===== src/rtl/subtrator_serial.sv =====
// Bit-serial unsigned subtractor: D = A - B - Bin, one bit per clock, LSB first.
// Optional signed-overflow flag output (ovf) enabled by defining SUBTRATOR_OVF_EN.
module subtrator_serial #(
    parameter int unsigned N = 4
) (
    input  logic         clk,
    input  logic         rst,
    input  logic         start,
    input  logic [N-1:0] A,
    input  logic [N-1:0] B,
    input  logic         Bin,
    output logic         busy,
    output logic         done,
    output logic [N:0]   D
`ifdef SUBTRATOR_OVF_EN
    ,
    output logic         ovf
`endif
);

    localparam int unsigned CW = (N > 1) ? $clog2(N) : 1;

    typedef enum logic [1:0] {
        IDLE  = 2'd0,
        SHIFT = 2'd1,
        DONE  = 2'd2
    } state_t;

    state_t        state;
    state_t        state_nx;
    logic [CW-1:0] cnt;
    logic [N-1:0]  a_reg;
    logic [N-1:0]  b_reg;
    logic [N-1:0]  diff;
    logic [N-1:0]  diff_nx;
    logic          br;
    logic          a_bit;
    logic          b_bit;
    logic          d_bit;
    logic          br_nx;
    logic          last;
    logic          load;
    logic          step;
    logic          busy_nx;
    logic          done_nx;

    // One-bit full-subtractor slice over the operand bit selected by the counter
    always_comb begin
        a_bit   = a_reg[cnt];
        b_bit   = b_reg[cnt];
        d_bit   = a_bit ^ b_bit ^ br;
        br_nx   = (~a_bit & b_bit) | (~(a_bit ^ b_bit) & br);
        last    = (cnt == CW'(N - 1));
        diff_nx = diff;
        diff_nx[cnt] = d_bit;
    end

    // Next-state and registered-output decode
    always_comb begin
        state_nx = state;
        busy_nx  = 1'b0;
        done_nx  = 1'b0;
        load     = 1'b0;
        step     = 1'b0;
        case (state)
            IDLE: begin
                if (start) begin
                    load     = 1'b1;
                    busy_nx  = 1'b1;
                    state_nx = SHIFT;
                end
            end
            SHIFT: begin
                step    = 1'b1;
                busy_nx = 1'b1;
                if (last) begin
                    done_nx  = 1'b1;
                    state_nx = DONE;
                end
            end
            DONE: begin
                if (start) begin
                    load     = 1'b1;
                    busy_nx  = 1'b1;
                    state_nx = SHIFT;
                end else begin
                    state_nx = IDLE;
                end
            end
            default: state_nx = IDLE;
        endcase
    end

    // State, control outputs, operand latch and serial datapath registers
    always_ff @(posedge clk or posedge rst) begin
        if (rst) begin
            state <= IDLE;
            busy  <= 1'b0;
            done  <= 1'b0;
            D     <= '0;
            cnt   <= '0;
            a_reg <= '0;
            b_reg <= '0;
            diff  <= '0;
            br    <= 1'b0;
        end else begin
            state <= state_nx;
            busy  <= busy_nx;
            done  <= done_nx;
            if (load) begin
                a_reg <= A;
                b_reg <= B;
                br    <= Bin;
                cnt   <= '0;
                diff  <= '0;
            end else if (step) begin
                diff <= diff_nx;
                br   <= br_nx;
                cnt  <= cnt + CW'(1);
                if (last) begin
                    D <= {br_nx, diff_nx};
                end
            end
        end
    end

`ifdef SUBTRATOR_OVF_EN
    // Signed overflow: operand signs differ and result sign differs from minuend sign
    always_ff @(posedge clk or posedge rst) begin
        if (rst) begin
            ovf <= 1'b0;
        end else if (step && last) begin
            ovf <= (a_reg[N-1] ^ b_reg[N-1]) & (d_bit ^ a_reg[N-1]);
        end
    end
`endif

endmodule


===== config.mk =====
export PLATFORM = sky130hd
export DESIGN_NAME = subtrator_serial
export DESIGN_NICKNAME = d
export VERILOG_FILES = /design/src/rtl/subtrator_serial.sv
export SDC_FILE = /design/constraint.sdc
export NUM_CORES = 1
export LEC_CHECK = 0
export BUFFER_PORTS_ARGS = -buffer_cell sky130_fd_sc_hd__buf_4
export CAP_MARGIN = 0
export CORE_MARGIN = 1.5
export CORE_UTILIZATION = 31
export DETAILED_ROUTE_END_ITERATION = 16
export SYNTH_ARGS = -nofsm -noshare
export SYNTH_HDL_FRONTEND = slang
export SYNTH_SLANG_ARGS = --single-unit

===== constraint.sdc =====
create_clock -name clk -period 3.35 [get_ports clk]
set_input_delay 0.1675 -clock clk [delete_from_list [all_inputs] [get_ports clk]]
set_output_delay 0.1675 -clock clk [all_outputs]
set_load 0.01 [all_outputs]

======== Word-level counts from Yosys, hierarchy flattened ========
Cells that the tools add are included.
operators by class
  add/subtract/negate cells ............... 1
  $lt $le $gt $ge ......................... 2
  equal/unequal tests ..................... 5
  multiplexer cells ....................... 23
  bitwise logic cells ..................... 8
  reduce and logical (&&, ||, !) cells .... 6
operators by type and width
  cell                                                        count
  2-to-1 mux 1 bit                                            11
  2-to-1 mux 2 bit                                            4
  2-to-1 mux 4 bit                                            2
  case mux 2 bit (3 select lines)                             1
  binary-select mux 1 bit (select 2 bit)                      2
  bitwise mux 4 bit                                           1
  == test 2 bit, second input constant                        2
  != test 2 bit, second input constant                        2
  less-than comparator 2 x 3 -> 1 bit, second input constant  1
  NOT 1 bit                                                   3
  AND reduction 3 bit                                         1
  adder 2 x 1 -> 2 bit, second input constant                 1
  AND 1 bit                                                   2
  demux 1 bit (select 2 bit)                                  1
  == test 2 x 1 -> 1 bit, second input constant               1
  >= comparator 2 x 1 -> 1 bit, second input constant         1
  zero test 2 bit                                             1
  case mux 1 bit (2 select lines)                             1
  AND reduction 2 bit                                         1
  nonzero test 2 bit                                          1
  OR reduction 2 bit                                          1
  bitwise XOR 1 bit                                           2
  logical AND 1 bit                                           1
  bitwise OR 1 bit                                            1
storage, ports and cells
  register bits after elaboration ......... 24
  input bits .............................. 12
  output and inout bits ................... 7
  word-level logic and storage cells ...... 54

======== Longest topological paths before layout ========
Gate-level depths: netlist (run 1).
  depth after elaboration ................. 8
  gate-level depth with buffers ........... 5
  depth with buffers taken out ............ 5

======== Worst setup path after synthesis (run 1) ========
No wires, ideal clock.
  kind .................................... flip-flop to flip-flop
  start ................................... register cnt[0]
  end ..................................... register diff[1]
  arrival ................................. 1.862 ns
  data required time ...................... 3.263 ns
  slack ................................... 1.402 ns
  stages on the path, launching flop included .. 5
  clock period less this slack ............ 1.948 ns
  cell sequence ........................... dfrtp_1 > mux4_1 > fa_1 > nand2_2 > o211ai_1
on the way
  word-level cells in the longest chain between the ends .. 7
  elaborated cells on any way between the ends .. 14
  classes of those cells .................. order compare: 2; mux: 9; bitwise: 2; reduce/logical: 1
ends and longest elaborated chain
  element                                                                             line    RTL
  start, declared                                                                     31      logic [CW-1:0] cnt;
  start signal, assigned                                                              119     cnt <= cnt + CW'(1);
  less-than comparator 2 x 3 -> 1 bit (implied by the code) (tied with other cells)   55      diff_nx[cnt] = d_bit;
  logical AND 1 bit (implied by the code) (tied with other cells)                     55
  2-to-1 mux 1 bit (implied by the code) / bitwise XOR 1 bit (equally long branches)  55, 51
  demux 1 bit (select 2 bit) / bitwise XOR 1 bit (equally long branches)              55, 51
  bitwise mux 4 bit *                                                                 55
  2-to-1 mux 4 bit *                                                                  116     end else if (step) begin
  2-to-1 mux 4 bit *                                                                  110     if (load) begin
  end signal, assigned                                                                117     diff <= diff_nx;
  end, declared                                                                       34      logic [N-1:0] diff;
Every way passes the cells marked *; elsewhere a longest branch is shown, timed or not. The select of a mux whose other input is x is not followed.
A chain may end at the register's enable or synchronous reset.

======== Worst setup path in the final report (run 1) ========
  start ................................... register cnt[0]
  end ..................................... register diff[2]
Same word-level chain as after synthesis.

==> impl_metrics.ini, run 1 <==
[status]
status = completed

[global_route]
track_usage = 0.1125
antenna_found_initial = 0
grt_max_degree = 24
grt_pass1_vias = 805
overflow = 0
grt_pass1_wl_um = 3588

[yosys]
synth_area_per_cell_um2 = 10.29
syn_nets = 127
synth_cells = 110
syn-cell-area_mm2 = 0.001132
ys_types = 25
yosys_warnings = 0
synth_seq_cells = 23
ys_seq_area_frac = 0.5083

[setup_path]
r2r_end = diff[2]
start_kind = flip-flop
worstPathRequired_ns = 3.58
path_cells = mux4_1, fa_1, nand2_2, o211ai_1
cp_max_fo = 6
crit_slowest_cell = mux4_1
critPathCaptureType = flip-flop
arrival_ns = 2.35
r2r-start = cnt[0]
slowest_delay_ns = 0.62
ff2ff_path_depth = 4
path_class = flip-flop to flip-flop
regToRegSetupSlack_ns = 1.23

[timing]
skew_ns = 0.002171
tightestPinTransition_ns = 0.8385
rsz0062_at_grt = false
period_share = 0.6342
fin_crit_ns = 2.124
fin_tns_setup_ns = 0
slew_violations = 0
max_freq_mhz = 470.7
hold_violations = 0
setup_viol = 0
relSlewSlack = 0.4404

[clocking]
clk_pin_slew_worst_paths_ns = 0.12
cts_resized = 0
cts_root_buf = clkbuf_4
post-cts-setup-buffers = 0
clk_latency_ns = 0.30
htreeDepth = 1
ctsLongestPathBuffers = 2
cts.sinks = 23
hold_buffers = 0
cts_buffers = 3
cts_tree = yes

[finish]
drive_gt1_frac = 0.2047
largest_register_ffs = 5
mostFrequentLayoutCell = nand2_1
final_area_mm2 = 0.001305
n_antenna_cell = 0
nets = 145
layout_common_cells = nand2_1, dfrtp_1, buf_4
n_fill_cell = 351
syn_to_final_growth_pct = 15.25

[min_path]
hp-class = input pin to asynchronous set/reset pin

[floorplanning]
die_area_mm2 = 0.004024
die_y_um = 63.44
ioPinCount = 19
initial_utilization = 0.3315
die_w_um = 63.44
core_mm2 = 0.003416
row_count = 21

[placed_design]
io_buffers = 18
place_area_mm2 = 0.001279
gp_congestion = 0.7600
dpl.hpwl_um = 1484

[drt]
viasPerCell = 4.399
drt_iter0_drc = 25
firstDrtPassIters = 4
vias = 761
wirelength_um = 2010
avgRoutedWirePerCell_um = 11.62
postRouteAntennaNets = 0
drc_errors = 0

[power]
powerDensity_mw_per_mm2 = 919.6
cellLeakagePower_nw = 0.6649
irDropWorstVdd_mv = 0.3222

[run]
maxCapViolCount = 0
[cells by family after synthesis]
kind of cell	share of synthesized area
simple gates	0.1945
fa+ha+maj	0.06188
compound gates	0.07071
xor+xnor	0.007736
flops	0.5083
buf+inv	0.06740
mux	0.08951
[report_power, final]
group | total (mW) | internal [mW] | switching, mW
Clock | 0.126 | 0.0464 | 0.0798
Sequential | 0.508 | 0.399 | 0.109
Combinational | 0.566 | 0.281 | 0.285
Total | 1.20 | 0.726 | 0.474
[stage by stage]
step | setup WS (ns) | utilization | total power [mW] | cells | hold WS, ns
6_report | 1.226 | 0.3821 | 1.200 | 173 | 0.01785
5_1_grt | 1.099 | 0.3821 | 1.312 | 173 | 0.01482
4_1_cts | 1.193 | 0.3821 | 1.220 | 173 | 0.02794
3_5_place_dp | 1.224 | 0.3744 | 1.087 | 169 | 0.3608
3_3_place_gp | 1.319 | 0.3744 | 1.068 | 169 | 0.3568
2_1_floorplan | 1.402 | - | 0.9504 | 110 | 0.1694
[metal layers]
metal / wire, um / vias up / global-route usage
li1: - / 392 / -
met1: 968 / 353 / 0.1411
met2: 942 / 16 / 0.1908
met3: 99 / 0 / 0.03929
met4: 0 / 0 / 0.01630
met5: 0 / - / 0
[how the worst max path moves through the flow]
stage | endpoint | from | slack [ns] | cells past startpoint
global placement | diff[1] | cnt[0] | 1.32 | 4
floorplan | diff[1] | cnt[0] | 1.40 | 4
detailed placement | diff[1] | cnt[0] | 1.22 | 4
global route | diff[1] | cnt[0] | 1.10 | 4
finish | diff[2] | cnt[0] | 1.23 | 4
CTS | diff[2] | cnt[0] | 1.19 | 4
[cells in the mapped netlist (all sizes together)]
library cell	count	area share
o31ai	2	0.013
clkbuf	1	0.0044
nand3b	1	0.018
a21oi	1	0.0044
nand2b	5	0.028
mux2	2	0.020
dfrtp	23	0.51
nor2	1	0.0033
ha	4	0.044
xnor2	1	0.0077
nand2	36	0.12
nand3	3	0.013
mux4	2	0.043
mux2i	3	0.027
o21ai	6	0.027
o211ai	3	0.020
fa	1	0.018
nor2b	2	0.011
buf	4	0.036
a211oi	1	0.0066
inv	8	0.027
[area by class of cell]
type	count	area, um2	share of cell area
Tap cell	46	57.56	0.04410
Multi-Input combinational cell	74	480.5	0.3682
Timing Repair Buffer	18	135.1	0.1035
Clock buffer	4	26.28	0.02013
Inverter	8	30.03	0.02301
Sequential cell	23	575.6	0.4410
[worst max-delay path: cells and delay by family (launching register included)]
| kind | cells | cell delay [ns] |
|---|---|---|
| AOI/OAI and AO/OA | 1 | 0.21 |
| adders and majority gates | 1 | 0.62 |
| DFF | 1 | 0.50 |
| muxes | 1 | 0.62 |
| and+or+nand+nor | 1 | 0.09 |
Note: power is estimated with default switching activity, not from simulation.
==> run 2: changes to the inputs <==
==> constraint.sdc (replaced) <==
create_clock -name clk -period 1.9 [get_ports clk]
set_input_delay 0.095 -clock clk [delete_from_list [all_inputs] [get_ports clk]]
set_output_delay 0.095 -clock clk [all_outputs]
set_load 0.01 [all_outputs]
==> run 2 against run 1 <==
  * The flow now finishes with violations (negative setup slack)
  * Combinational power rose by 94%
  * Die area unchanged
  * Critical endpoint is now diff[1]
  * Hold slack better by 0.052 ns
  * Routed wire length is 7.4% higher
  * Setup slack worse by 1.2 ns
  * First-iteration DRC count is 68% higher
  * Register-to-register slack lost 1.2 ns
  * Global-route usage is 0.83 points higher
  * Clock skew is 0.0062 ns higher
  * Flip-flop and latch count stayed put
  * Fmax up 11%
  * Design area up 9.7%
==> impl_metrics.ini, run 2 (synthesis gave the netlist of run 1 again) <==
[drt]
drt_iter0_drc = 42
postRouteAntennaNets = 0
highest_layer = met3
wirelength_um = 2159
avgRoutedWirePerCell_um = 11.61
vias = 851
wl_met3_um = 128
wl_met2_um = 1074
drc_errors = 0
firstDrtPassIters = 4
viasPerCell = 4.575
drt-met1-wl_um = 956

[setup_path]
startpoint = cnt[0]
cp_max_fo = 5
crit_end = diff[1]
ff2ff_path_depth = 4
worstPathRequired_ns = 2.14
arrival_ns = 2.15
start_kind = flip-flop
regToRegSetupSlack_ns = -0.01
path_class = flip-flop to flip-flop
critPathCaptureType = flip-flop
r2r-start = cnt[0]
r2r_end = diff[1]

[floorplanning]
die_y_um = 63.44
initial_utilization = 0.3315
ioPinCount = 19
die_area_mm2 = 0.004024
core_mm2 = 0.003416
die_w_um = 63.44
row_count = 21

[timing]
relSlewSlack = 0.6511
skew_ns = 0.008363
slew_violations = 0
period_share = 1.008
fin_crit_ns = 1.915
layout_setup_ws_ns = -0.01485
hold_violations = 0
setup_viol = 2
rsz0062_at_grt = true
tightestPinTransition_ns = 0.5233
max_freq_mhz = 522.2

[status]
status = finished with violations
violations = negative setup slack

[global_route]
grt_max_degree = 16
grt_pass1_wl_um = 3884
grt_pass1_vias = 897
track_usage = 0.1207
overflow = 0
antenna_found_initial = 0

[clocking]
cts_tree = yes
ctsLongestPathBuffers = 2
cts.sinks = 23
cts_buffers = 3
cts_root_buf = clkbuf_4
htreeDepth = 1
clk_latency_ns = 0.31
clk_pin_slew_worst_paths_ns = 0.13

[finish]
fin_cells = 186
largest_register_ffs = 5
layout_common_cells = nand2_1, dfrtp_1, buf_4
drive_gt1_frac = 0.2357
post-route-util = 0.4190
n_fill_cell = 358
seq_area_um2 = 576.8
nets = 158
mostFrequentLayoutCell = nand2_1
multi_input_area_um2 = 479.2
syn_to_final_growth_pct = 26.41
n_antenna_cell = 0

[power]
cellLeakagePower_nw = 0.7144
powerDensity_mw_per_mm2 = 1551
irDropWorstVdd_mv = 0.6934

[min_path]
hp-class = input pin to flip-flop

[run]
maxCapViolCount = 0

[placed_design]
dpl.hpwl_um = 1556
io_buffers = 18
gp_congestion = 0.7865
dp_cells = 171
[run 2: power by group]
group          internal, mW  switching [mW]
clock                0.0819           0.144
combinational         0.561           0.541
sequential            0.706           0.186
[run 2: metrics by stage]
stage	setup slack [ns]	TNS [ns]	total power, mW	area (um2)	hold WS, ns
floorplan	0.03783	0	1.678	1134	0.09685
finish	-0.01485	-0.01880	2.221	1431	0.07030
CTS	-0.01326	-0.03248	2.244	1428	0.06164
global route	-0.07949	-0.3914	2.433	1431	0.04459
detailed placement	-0.04556	-0.09416	1.940	1295	0.1623
global placement	0.01656	0	1.903	1295	0.1425
[run 2: final cells by class]
type / instances / share of cell area
repair buffers: 31 / 0.1827
multi-input cells: 74 / 0.3348
inverters: 8 / 0.02098
well taps: 46 / 0.04021
clock buffers: 4 / 0.01836
flip-flops and latches: 23 / 0.4030
[run 2: worst min path at each step]
stage | start | to | slack (ns) | depth (start not counted)
after detailed placement | rst | D[4] | 0.16 | 2
after floorplan | rst | D[0] | 0.1 | 1
after global placement | rst | D[4] | 0.14 | 2
after global routing | Bin | br | 0.04 | 3
after CTS | Bin | br | 0.06 | 3
final | Bin | br | 0.07 | 3
[run 2: what timing repair did]
item	in CTS	in global routing
endpoints found under the setup margin	6	6
hold buffers	10	0
buffers inserted	1	0
pin swaps	3	0
gates resized for setup	6	1
endpoints found under the hold margin	21	0
[run 2: critical path: stages, from the launching register on]
cell and delay [ns]:
dfrtp_2 0.42, mux4_2 0.53, fa_2 0.61, nand2_2 0.09
o211ai_1 0.20
[run 2: per-layer routing]
metal / GRT usage / vias to the layer above
li1: - / 418
met1: 0.1453 / 400
met2: 0.2158 / 33
met3: 0.03571 / 0
met4: 0.01902 / 0
met5: 0 / -
